### config.mk
export PLATFORM = sky130hd
export DESIGN_NAME = cp0_except_ctrl
export DESIGN_NICKNAME = d
export VERILOG_FILES = /design/src/rtl/cp0_except_ctrl_pkg.sv /design/src/rtl/cp0_timer.sv /design/src/rtl/cp0_except_ctrl.sv
export SDC_FILE = /design/constraint.sdc
export NUM_CORES = 1
export LEC_CHECK = 0
export CELL_PAD_IN_SITES_DETAIL_PLACEMENT = 0
export CELL_PAD_IN_SITES_GLOBAL_PLACEMENT = 1
export CORE_ASPECT_RATIO = 0.5
export CORE_MARGIN = 2
export CORE_UTILIZATION = 38
export CTS_CLUSTER_DIAMETER = 50
export CTS_CLUSTER_SIZE = 20
export DETAILED_ROUTE_END_ITERATION = 12
export PLACE_DENSITY_LB_ADDON = 0.05
export REMOVE_ABC_BUFFERS = 1
export SLEW_MARGIN = 10
export SYNTH_ARGS = -nofsm -noshare
export SYNTH_HDL_FRONTEND = slang
export SYNTH_SLANG_ARGS = --single-unit
### constraint.sdc
create_clock -name clk -period 11.2 [get_ports clk]
set_clock_uncertainty 0.1 [all_clocks]
set_input_delay 1.12 -clock clk [delete_from_list [all_inputs] [get_ports clk]]
set_output_delay 1.12 -clock clk [all_outputs]
set_load 0.05 [all_outputs]
### src/rtl/cp0_except_ctrl_pkg.sv
// rtl/cp0_except_ctrl_pkg.sv - CP0 register numbers, exception codes and FSM state type
package cp0_except_ctrl_pkg;

  localparam logic [4:0] CP0_BADVADDR = 5'd8;
  localparam logic [4:0] CP0_COUNT    = 5'd9;
  localparam logic [4:0] CP0_COMPARE  = 5'd11;
  localparam logic [4:0] CP0_STATUS   = 5'd12;
  localparam logic [4:0] CP0_CAUSE    = 5'd13;
  localparam logic [4:0] CP0_EPC      = 5'd14;
  localparam logic [4:0] CP0_PRID     = 5'd15;

  localparam logic [31:0] EXC_INT  = 32'h0000_0000;
  localparam logic [31:0] EXC_ADEL = 32'h0000_0004;
  localparam logic [31:0] EXC_ADES = 32'h0000_0005;
  localparam logic [31:0] EXC_SYS  = 32'h0000_0008;
  localparam logic [31:0] EXC_BP   = 32'h0000_0009;
  localparam logic [31:0] EXC_RI   = 32'h0000_000a;
  localparam logic [31:0] EXC_OV   = 32'h0000_000c;
  localparam logic [31:0] EXC_ERET = 32'h0000_000e;
  localparam logic [31:0] EXC_NONE = 32'hffff_ffff;

  localparam logic [31:0] EXCEPT_VEC   = 32'hBFC0_0380;
  localparam logic [31:0] STATUS_RESET = 32'h0040_0000;

  typedef enum logic {ST_IDLE, ST_FLUSH} cp0_state_e;

endpackage

### src/rtl/cp0_timer.sv
// rtl/cp0_timer.sv - Count/Compare timer with clock divider and sticky timer interrupt
module cp0_timer
  import cp0_except_ctrl_pkg::*;
#(
  parameter int COUNT_DIV = 2
) (
  input  logic        clk,
  input  logic        rst,
  input  logic        i_we_count,
  input  logic        i_we_compare,
  input  logic [31:0] i_wdata,
  output logic [31:0] o_count,
  output logic [31:0] o_compare,
  output logic        o_timer_int
);

  logic [31:0] r_count;
  logic [31:0] r_compare;
  logic        r_div;
  logic        r_timer_int;
  logic        w_tick;

  assign w_tick = (COUNT_DIV == 1) ? 1'b1 : r_div;

  always_ff @(posedge clk or posedge rst) begin
    if (rst) begin
      r_count     <= 32'd0;
      r_compare   <= 32'd0;
      r_div       <= 1'b0;
      r_timer_int <= 1'b0;
    end else begin
      if (i_we_count) begin
        r_count <= i_wdata;
        r_div   <= 1'b0;
      end else begin
        r_div <= (COUNT_DIV == 1) ? 1'b0 : ~r_div;
        if (w_tick) r_count <= r_count + 32'd1;
      end
      // a Compare write always beats a same-cycle match
      if (i_we_compare) begin
        r_compare   <= i_wdata;
        r_timer_int <= 1'b0;
      end else if ((r_count == r_compare) && (r_compare != 32'd0)) begin
        r_timer_int <= 1'b1;
      end
    end
  end

  assign o_count     = r_count;
  assign o_compare   = r_compare;
  assign o_timer_int = r_timer_int;

endmodule

### src/rtl/cp0_except_ctrl.sv
// rtl/cp0_except_ctrl.sv - CP0 register file, exception commit sequencing and pipeline flush
module cp0_except_ctrl
  import cp0_except_ctrl_pkg::*;
#(
  parameter logic [31:0] PRID_VAL  = 32'h0000_4220,
  parameter int          COUNT_DIV = 2
) (
  input  logic        clk,
  input  logic        rst,
  input  logic [5:0]  ext_int,
  input  logic        stallM,
  input  logic        is_except,
  input  logic [31:0] except_type,
  input  logic [31:0] except_pc,
  input  logic [31:0] pcM,
  input  logic        is_in_delayslotM,
  input  logic [31:0] bad_vaddrM,
  input  logic        cp0_we,
  input  logic [4:0]  cp0_waddr,
  input  logic [31:0] cp0_wdata,
  input  logic [4:0]  cp0_raddr,
  output logic [31:0] cp0_rdata,
  output logic [31:0] cp0_status,
  output logic [31:0] cp0_cause,
  output logic [31:0] cp0_epc,
  output logic        flush_all,
  output logic [31:0] redirect_pc,
  output logic        timer_int
);

  cp0_state_e  r_state;
  logic        r_flush;
  logic [31:0] r_redirect;
  logic [31:0] r_epc;
  logic [31:0] r_badvaddr;
  logic [7:0]  r_im;
  logic        r_exl;
  logic        r_ie;
  logic        r_bd;
  logic [5:0]  r_ip_hw;
  logic [1:0]  r_ip_sw;
  logic [4:0]  r_exccode;

  logic        w_commit;
  logic        w_eret;
  logic        w_mtc0;
  logic [31:0] w_count;
  logic [31:0] w_compare;
  logic        w_timer_int;

  assign w_commit = (r_state == ST_IDLE) & is_except & ~stallM & (except_type != EXC_NONE);
  assign w_eret   = (except_type == EXC_ERET);
  // MTC0 only lands in IDLE and loses to a same-cycle commit
  assign w_mtc0   = cp0_we & (r_state == ST_IDLE) & ~w_commit;

  cp0_timer #(.COUNT_DIV(COUNT_DIV)) u_timer (
    .clk          (clk),
    .rst          (rst),
    .i_we_count   (w_mtc0 && (cp0_waddr == CP0_COUNT)),
    .i_we_compare (w_mtc0 && (cp0_waddr == CP0_COMPARE)),
    .i_wdata      (cp0_wdata),
    .o_count      (w_count),
    .o_compare    (w_compare),
    .o_timer_int  (w_timer_int)
  );

  always_ff @(posedge clk or posedge rst) begin
    if (rst) begin
      r_state    <= ST_IDLE;
      r_flush    <= 1'b0;
      r_redirect <= 32'd0;
      r_epc      <= 32'd0;
      r_badvaddr <= 32'd0;
      r_im       <= 8'd0;
      r_exl      <= 1'b0;
      r_ie       <= 1'b0;
      r_bd       <= 1'b0;
      r_ip_hw    <= 6'd0;
      r_ip_sw    <= 2'd0;
      r_exccode  <= 5'd0;
    end else begin
      r_ip_hw <= {ext_int[5] | w_timer_int, ext_int[4:0]};
      r_flush <= 1'b0;
      case (r_state)
        ST_IDLE: begin
          if (w_commit) begin
            r_state    <= ST_FLUSH;
            r_flush    <= 1'b1;
            r_redirect <= except_pc;
            if (w_eret) begin
              r_exl <= 1'b0;
            end else begin
              // nested exceptions keep the original return point
              if (!r_exl) begin
                r_epc <= is_in_delayslotM ? (pcM - 32'd4) : pcM;
                r_bd  <= is_in_delayslotM;
              end
              r_exccode <= except_type[4:0];
              r_exl     <= 1'b1;
              if ((except_type == EXC_ADEL) || (except_type == EXC_ADES)) r_badvaddr <= bad_vaddrM;
            end
          end else if (w_mtc0) begin
            case (cp0_waddr)
              CP0_STATUS: begin
                r_im  <= cp0_wdata[15:8];
                r_exl <= cp0_wdata[1];
                r_ie  <= cp0_wdata[0];
              end
              CP0_CAUSE: r_ip_sw <= cp0_wdata[9:8];
              CP0_EPC:   r_epc   <= cp0_wdata;
              default: ;
            endcase
          end
        end
        ST_FLUSH: r_state <= ST_IDLE;
        default:  r_state <= ST_IDLE;
      endcase
    end
  end

  assign cp0_status  = {9'd0, 1'b1, 6'd0, r_im, 6'd0, r_exl, r_ie};
  assign cp0_cause   = {r_bd, w_timer_int, 14'd0, r_ip_hw, r_ip_sw, 1'b0, r_exccode, 2'b00};
  assign cp0_epc     = r_epc;
  assign flush_all   = r_flush;
  assign redirect_pc = r_redirect;
  assign timer_int   = w_timer_int;

  always_comb begin
    cp0_rdata = 32'd0;
    case (cp0_raddr)
      CP0_BADVADDR: cp0_rdata = r_badvaddr;
      CP0_COUNT:    cp0_rdata = w_count;
      CP0_COMPARE:  cp0_rdata = w_compare;
      CP0_STATUS:   cp0_rdata = cp0_status;
      CP0_CAUSE:    cp0_rdata = cp0_cause;
      CP0_EPC:      cp0_rdata = r_epc;
      CP0_PRID:     cp0_rdata = PRID_VAL;
      default:      cp0_rdata = 32'd0;
    endcase
  end

endmodule
-- After elaboration in Yosys (flattened, before gate mapping)
Index checks and enable logic that the tools add are counted.
- flip-flop bits (word level): 188
- input bits: 182
- output and inout port bits: 162
- $add $sub $neg: 2
- equal/unequal tests: 19
- muxes and demuxes: 19
- bitwise gates (word level): 12
- reductions and logical operators: 18
- operators by type and width (operator ; number):
    2-to-1 mux 32 bit ; 8
    one-hot mux 32 bit (7 select lines) ; 1
    == test 32 x 3 -> 1 bit, second input constant ; 2
    == test 5 x 4 -> 1 bit, second input constant ; 12
    adder 32 x 1 -> 32 bit, second input constant ; 1
    == test 32 bit ; 1
    == test 32 x 4 -> 1 bit, second input constant ; 1
    != test 32 bit, second input constant ; 1
    nonzero test 32 bit ; 1
    subtractor 32 x 3 -> 32 bit, second input constant ; 1
    AND reduction 4 bit ; 4
    nonzero test 2 bit ; 5
    2-to-1 mux 1 bit ; 9
    NOT 1 bit ; 6
    AND reduction 3 bit ; 2
    AND 1 bit ; 5
    AND reduction 5 bit ; 1
    != test 2 bit, second input constant ; 2
    logical AND 1 bit ; 3
    one-hot mux 1 bit (2 select lines) ; 1
    AND reduction 2 bit ; 1
    logical OR 1 bit ; 1
    bitwise OR 1 bit ; 1

-- Depth between registers and ports, before layout
- depth in word-level cells: 8
- mapped depth: 9
- depth with buffers taken out: 7

-- Hierarchy
From an unflattened synthesis, not the netlist that was laid out.
- cells, all modules: 965
- area total of the unflattened synthesis: 10243.6 µm²
- by module, submodules not included (module ; instances ; cells each ; area each (µm²) ; sequential area each (µm²)):
    cp0_except_ctrl ; 1 ; 609 ; 6650.1 ; 3027.9
    cp0_timer ; 1 ; 356 ; 3593.4 ; 1651.6

-- Worst setup path before layout
OpenSTA, ideal clock, no wires.
- path type: input-to-output
- from: input cp0_raddr[0]
- to: output cp0_rdata[9]
- arrival time: 3.158 ns
- required time: 9.980 ns
- slack: 6.822 ns
- cell stages on the path: 6
- buffers on the path: 2
- cells stage by stage: clkbuf_1 > clkbuf_1 > o21ai_0 > a21oi_1 > a31oi_1 > o21ai_0
- word-level cells in the longest chain between the ends: 2
- elaborated cells between the ends (all ways): 8
- those cells by class: 7 x eq/ne; 1 x mux
- RTL lines (what ; line ; source):
    start: declaration ; cp0_except_ctrl.sv:21 ; input logic [4:0] cp0_raddr,
    == test 5 x 4 -> 1 bit ; cp0_except_ctrl.sv:130 ; case (cp0_raddr)
    one-hot mux 32 bit (7 select lines) (*) ; cp0_except_ctrl.sv:130 ;
    end: declaration ; cp0_except_ctrl.sv:22 ; output logic [31:0] cp0_rdata,
Mark *: on every way between the ends. The rest lies on a longest branch, timed or not.

-- Final worst setup path
- from: input cp0_raddr[0]
- to: output cp0_rdata[12]
The elaborated chain is that of the path after synthesis.

==> results_dict.tcl <==
set metrics [dict create \
    drc_errors 0 \
    power_switching_share 0.378 \
    outcome "complete, no violations" \
    synth-seq-cells 187 \
    async_flop_share 1.00 \
    cts_tree "built" \
    rsz0062_at_grt "no" \
    arrival_ns 4.89 \
    synth-edff-count 0 \
    path_cells "clkdlybuf4s50_1 > buf_4 > and2_1 > nor2b_2 > a222oi_1 > nand2_1 > clkdlybuf4s50_1" \
    cts-hold-fix-buffers 0 \
    cts_setup_buffers 0 \
    design.die.area_um2 29200 \
    cts_root_buf "clkbuf_16" \
    min_period_over_period 0.545 \
    p_leak_nw 5.94 \
    seq_area_frac_synth 0.443 \
    critPathKind "primary input to output port" \
    grt_pass1_wl_um 55600 \
    cts.clk_slew.worst_paths_ns 0.07 \
    drive_above_1_share 0.158 \
    cp.required_ns 9.98 \
    end_kind "output port" \
    whs_endpoint "redirect_pc[23]$_DFFE_PP0P_" \
    drt_iter0_markers 720 \
    grt_overflow_total 0 \
    synthToLayoutAreaGrowth_pct 36.7 \
    whs_path_depth 2 \
    holdCritPathClass "flop to flop" \
    antenna_found_initial 2 \
    syn_inst 1028 \
    die_x_um 240 \
    worst_slew_pin_slew_ns 1.27 \
    max_freq_mhz 164 \
    regToRegSetupSlack_ns 7.00 \
    io_pins 344 \
    htreeDepth 4 \
    drv_cap 0 \
    hold_viol_final 0 \
    rr_startpoint "flush_all$_DFF_PP0_" \
    nNetsFinal 1482 \
    cts.sinks 187 \
    final_common_cell "clkdlybuf4s50_1" \
    cts.path.max_buffers 2 \
    p_int_mw 1.53 \
    r2r-end "u_timer.o_compare[28]$_DFFE_PP0P_" \
    routed_wl_um 37100 \
    first_pass_iters 6 \
    finalMaxSlewViolations 0 \
    hp-start "redirect_pc[23]$_DFFE_PP0P_" \
    clock_latency_ns 0.45 \
    wl_per_cell_um 21.9 \
    layout_common_cells "304 x clkdlybuf4s50_1, 187 x dfrtp_1, 142 x nand2_1" \
    min_period_ns 6.11 \
    core_area_um2 27500 \
    syn_avg_cell_area_um2 10.3 \
    place_congestion 0.942 \
    crit_fanout 25 \
    cpPeakStageDelay_ns 0.94 \
    synth_cell_types 62 \
    hold_ws_ns 0.374 \
    p_clk_frac 0.279 \
    vdd_drop_max_mv 0.113 \
    p_switching_mw 0.928 \
    numCtsBuffers 17 \
    antenna_cells 0 \
    crit_slowest_cell "nor2b_2" \
    reg2reg_depth 8 \
    cellPowerDensity_nw_per_um2 170 \
    netlist_area_um2 10600 \
    std_cell_rows 43 \
    cp-start-kind "primary input" \
    seqPwrFrac 0.383 \
    relSlewSlack 0.144 \
    grt_pass1_vias 9158 \
    synthFlopType "dfrtp_1" \
    setup_tns_ns 0 \
    cpMostUsedCell "clkdlybuf4s50_1" \
    place_hpwl_um 27200 \
    track_usage 0.256 \
    ant_nets 0 \
    pwr-share-comb 0.339 \
    critPathLaunch "cp0_raddr[0]" \
    yosys_warnings 0 \
    vias 9212 \
    start_util 0.384 \
    setup_viol 0 \
    grt_max_degree 126 \
    io_buffers 304 \
    viasPerCell 5.44 \
    die_y_um 122 \
    post_cts_resized 0 \
]
[per-stage QoR]
step	util	std cells	total power, mW	setup WS, ns	cell area [µm²]
floorplan	-	962	1.43	4.89	10100
global placement	0.501	1661	1.77	5.21	13800
detailed placement	0.501	1661	1.78	5.14	13800
CTS	0.525	1693	2.47	5.10	14400
global route	0.525	1693	2.56	4.88	14400
finish	0.525	1693	2.46	5.09	14400
[worst max-delay path by stage]
stage | endpoint | slack, ns | depth (start not counted)
floorplan | cp0_epc[0]$_DFFE_PP0P_ | 4.89 | 1
global placement | cp0_rdata[13] | 5.21 | 7
detailed placement | cp0_rdata[12] | 5.14 | 7
CTS | cp0_rdata[12] | 5.10 | 7
global route | cp0_rdata[13] | 4.88 | 7
finish | cp0_rdata[12] | 5.09 | 7
[critical path: cells and delay by family]
kind | cells | cell delay [ns]
and+or+nand+nor | 3 | 1.77
buffers and inverters | 3 | 1.68
AOI/OAI and AO/OA | 1 | 0.27
[cells by family after synthesis]
group | after synthesis | share of synthesized area
buf+inv | 111 | 0.0607
flops | 187 | 0.443
other cells | 2 | 0.000711
compound gates | 129 | 0.0897
simple gates | 359 | 0.169
fa+ha+maj | 2 | 0.00237
xor+xnor | 76 | 0.0630
mux | 162 | 0.171
[metal layers]
metal	routed length (µm)	share of wire	track usage	vias to the layer above
li1	-	-	-	4203
met1	16600	0.45	0.348	4618
met2	16900	0.46	0.403	334
met3	2710	0.073	0.0646	53
met4	829	0.022	0.0785	4
met5	26	0.00070	0	-
[layout make-up]
cell class	instances	area (µm²)
Inverter	8	38.8
Tap cell	382	478
Multi-Input combinational cell	767	5430
Clock buffer	18	439
Fill cell	2513	13100
Sequential cell	187	4680
Timing Repair Buffer	317	3140
Clock inverter	14	218
[cell usage after synthesis (2+ instances only)]
master	instances	area, µm²
nor2_1	57	214
and4_1	5	43.8
xnor2_1	65	569
a21oi_1	20	100
and3_1	5	31.3
clkbuf_1	39	146
nor4b_1	5	43.8
nand2_1	142	533
ha_1	2	25.0
nor2b_1	3	18.8
buf_4	44	330
nor4_2	3	37.5
nor4_1	29	181
o31ai_1	16	120
dfrtp_1	187	4680
and2_1	4	25.0
o31a_2	3	30.0
inv_1	7	26.3
o41a_1	3	33.8
o21ai_0	21	105
nand3_1	17	85.1
buf_6	4	45.0
conb_1	2	7.51
nor4b_2	2	30.0
mux2i_1	17	170
buf_2	7	35.0
o21a_1	5	37.5
nor3_1	27	135
nand4_1	41	257
nand2b_1	4	25.0
o31a_1	3	26.3
xor2_1	11	96.3
or4_1	4	30.0
mux2_1	8	90.1
mux2_2	137	1540
or3_1	3	18.8
buf_1	6	22.5
a22oi_1	20	150
a222oi_1	12	120
o221ai_1	16	140
[sequential cells by signal (all words and copies together), names as in the netlist, 2 cells and up]
| signal | flops |
|---|---|
| r_ip_sw | 2 |
| r_badvaddr | 32 |
| r_im | 8 |
| r_exccode | 5 |
| redirect_pc | 32 |
| u_timer.o_count | 32 |
| u_timer.o_compare | 32 |
| cp0_epc | 32 |
| r_ip_hw | 6 |
[power by group through the flow]
stage	Clock, mW	Sequential (mW)	Combinational, mW
finish	0.684	0.940	0.832
global route	0.723	0.956	0.877
CTS	0.695	0.939	0.834
detailed placement	0	0.951	0.831
global placement	0	0.949	0.825
floorplan	0	1.14	0.288
Note: power is estimated with default switching activity, not from simulation.
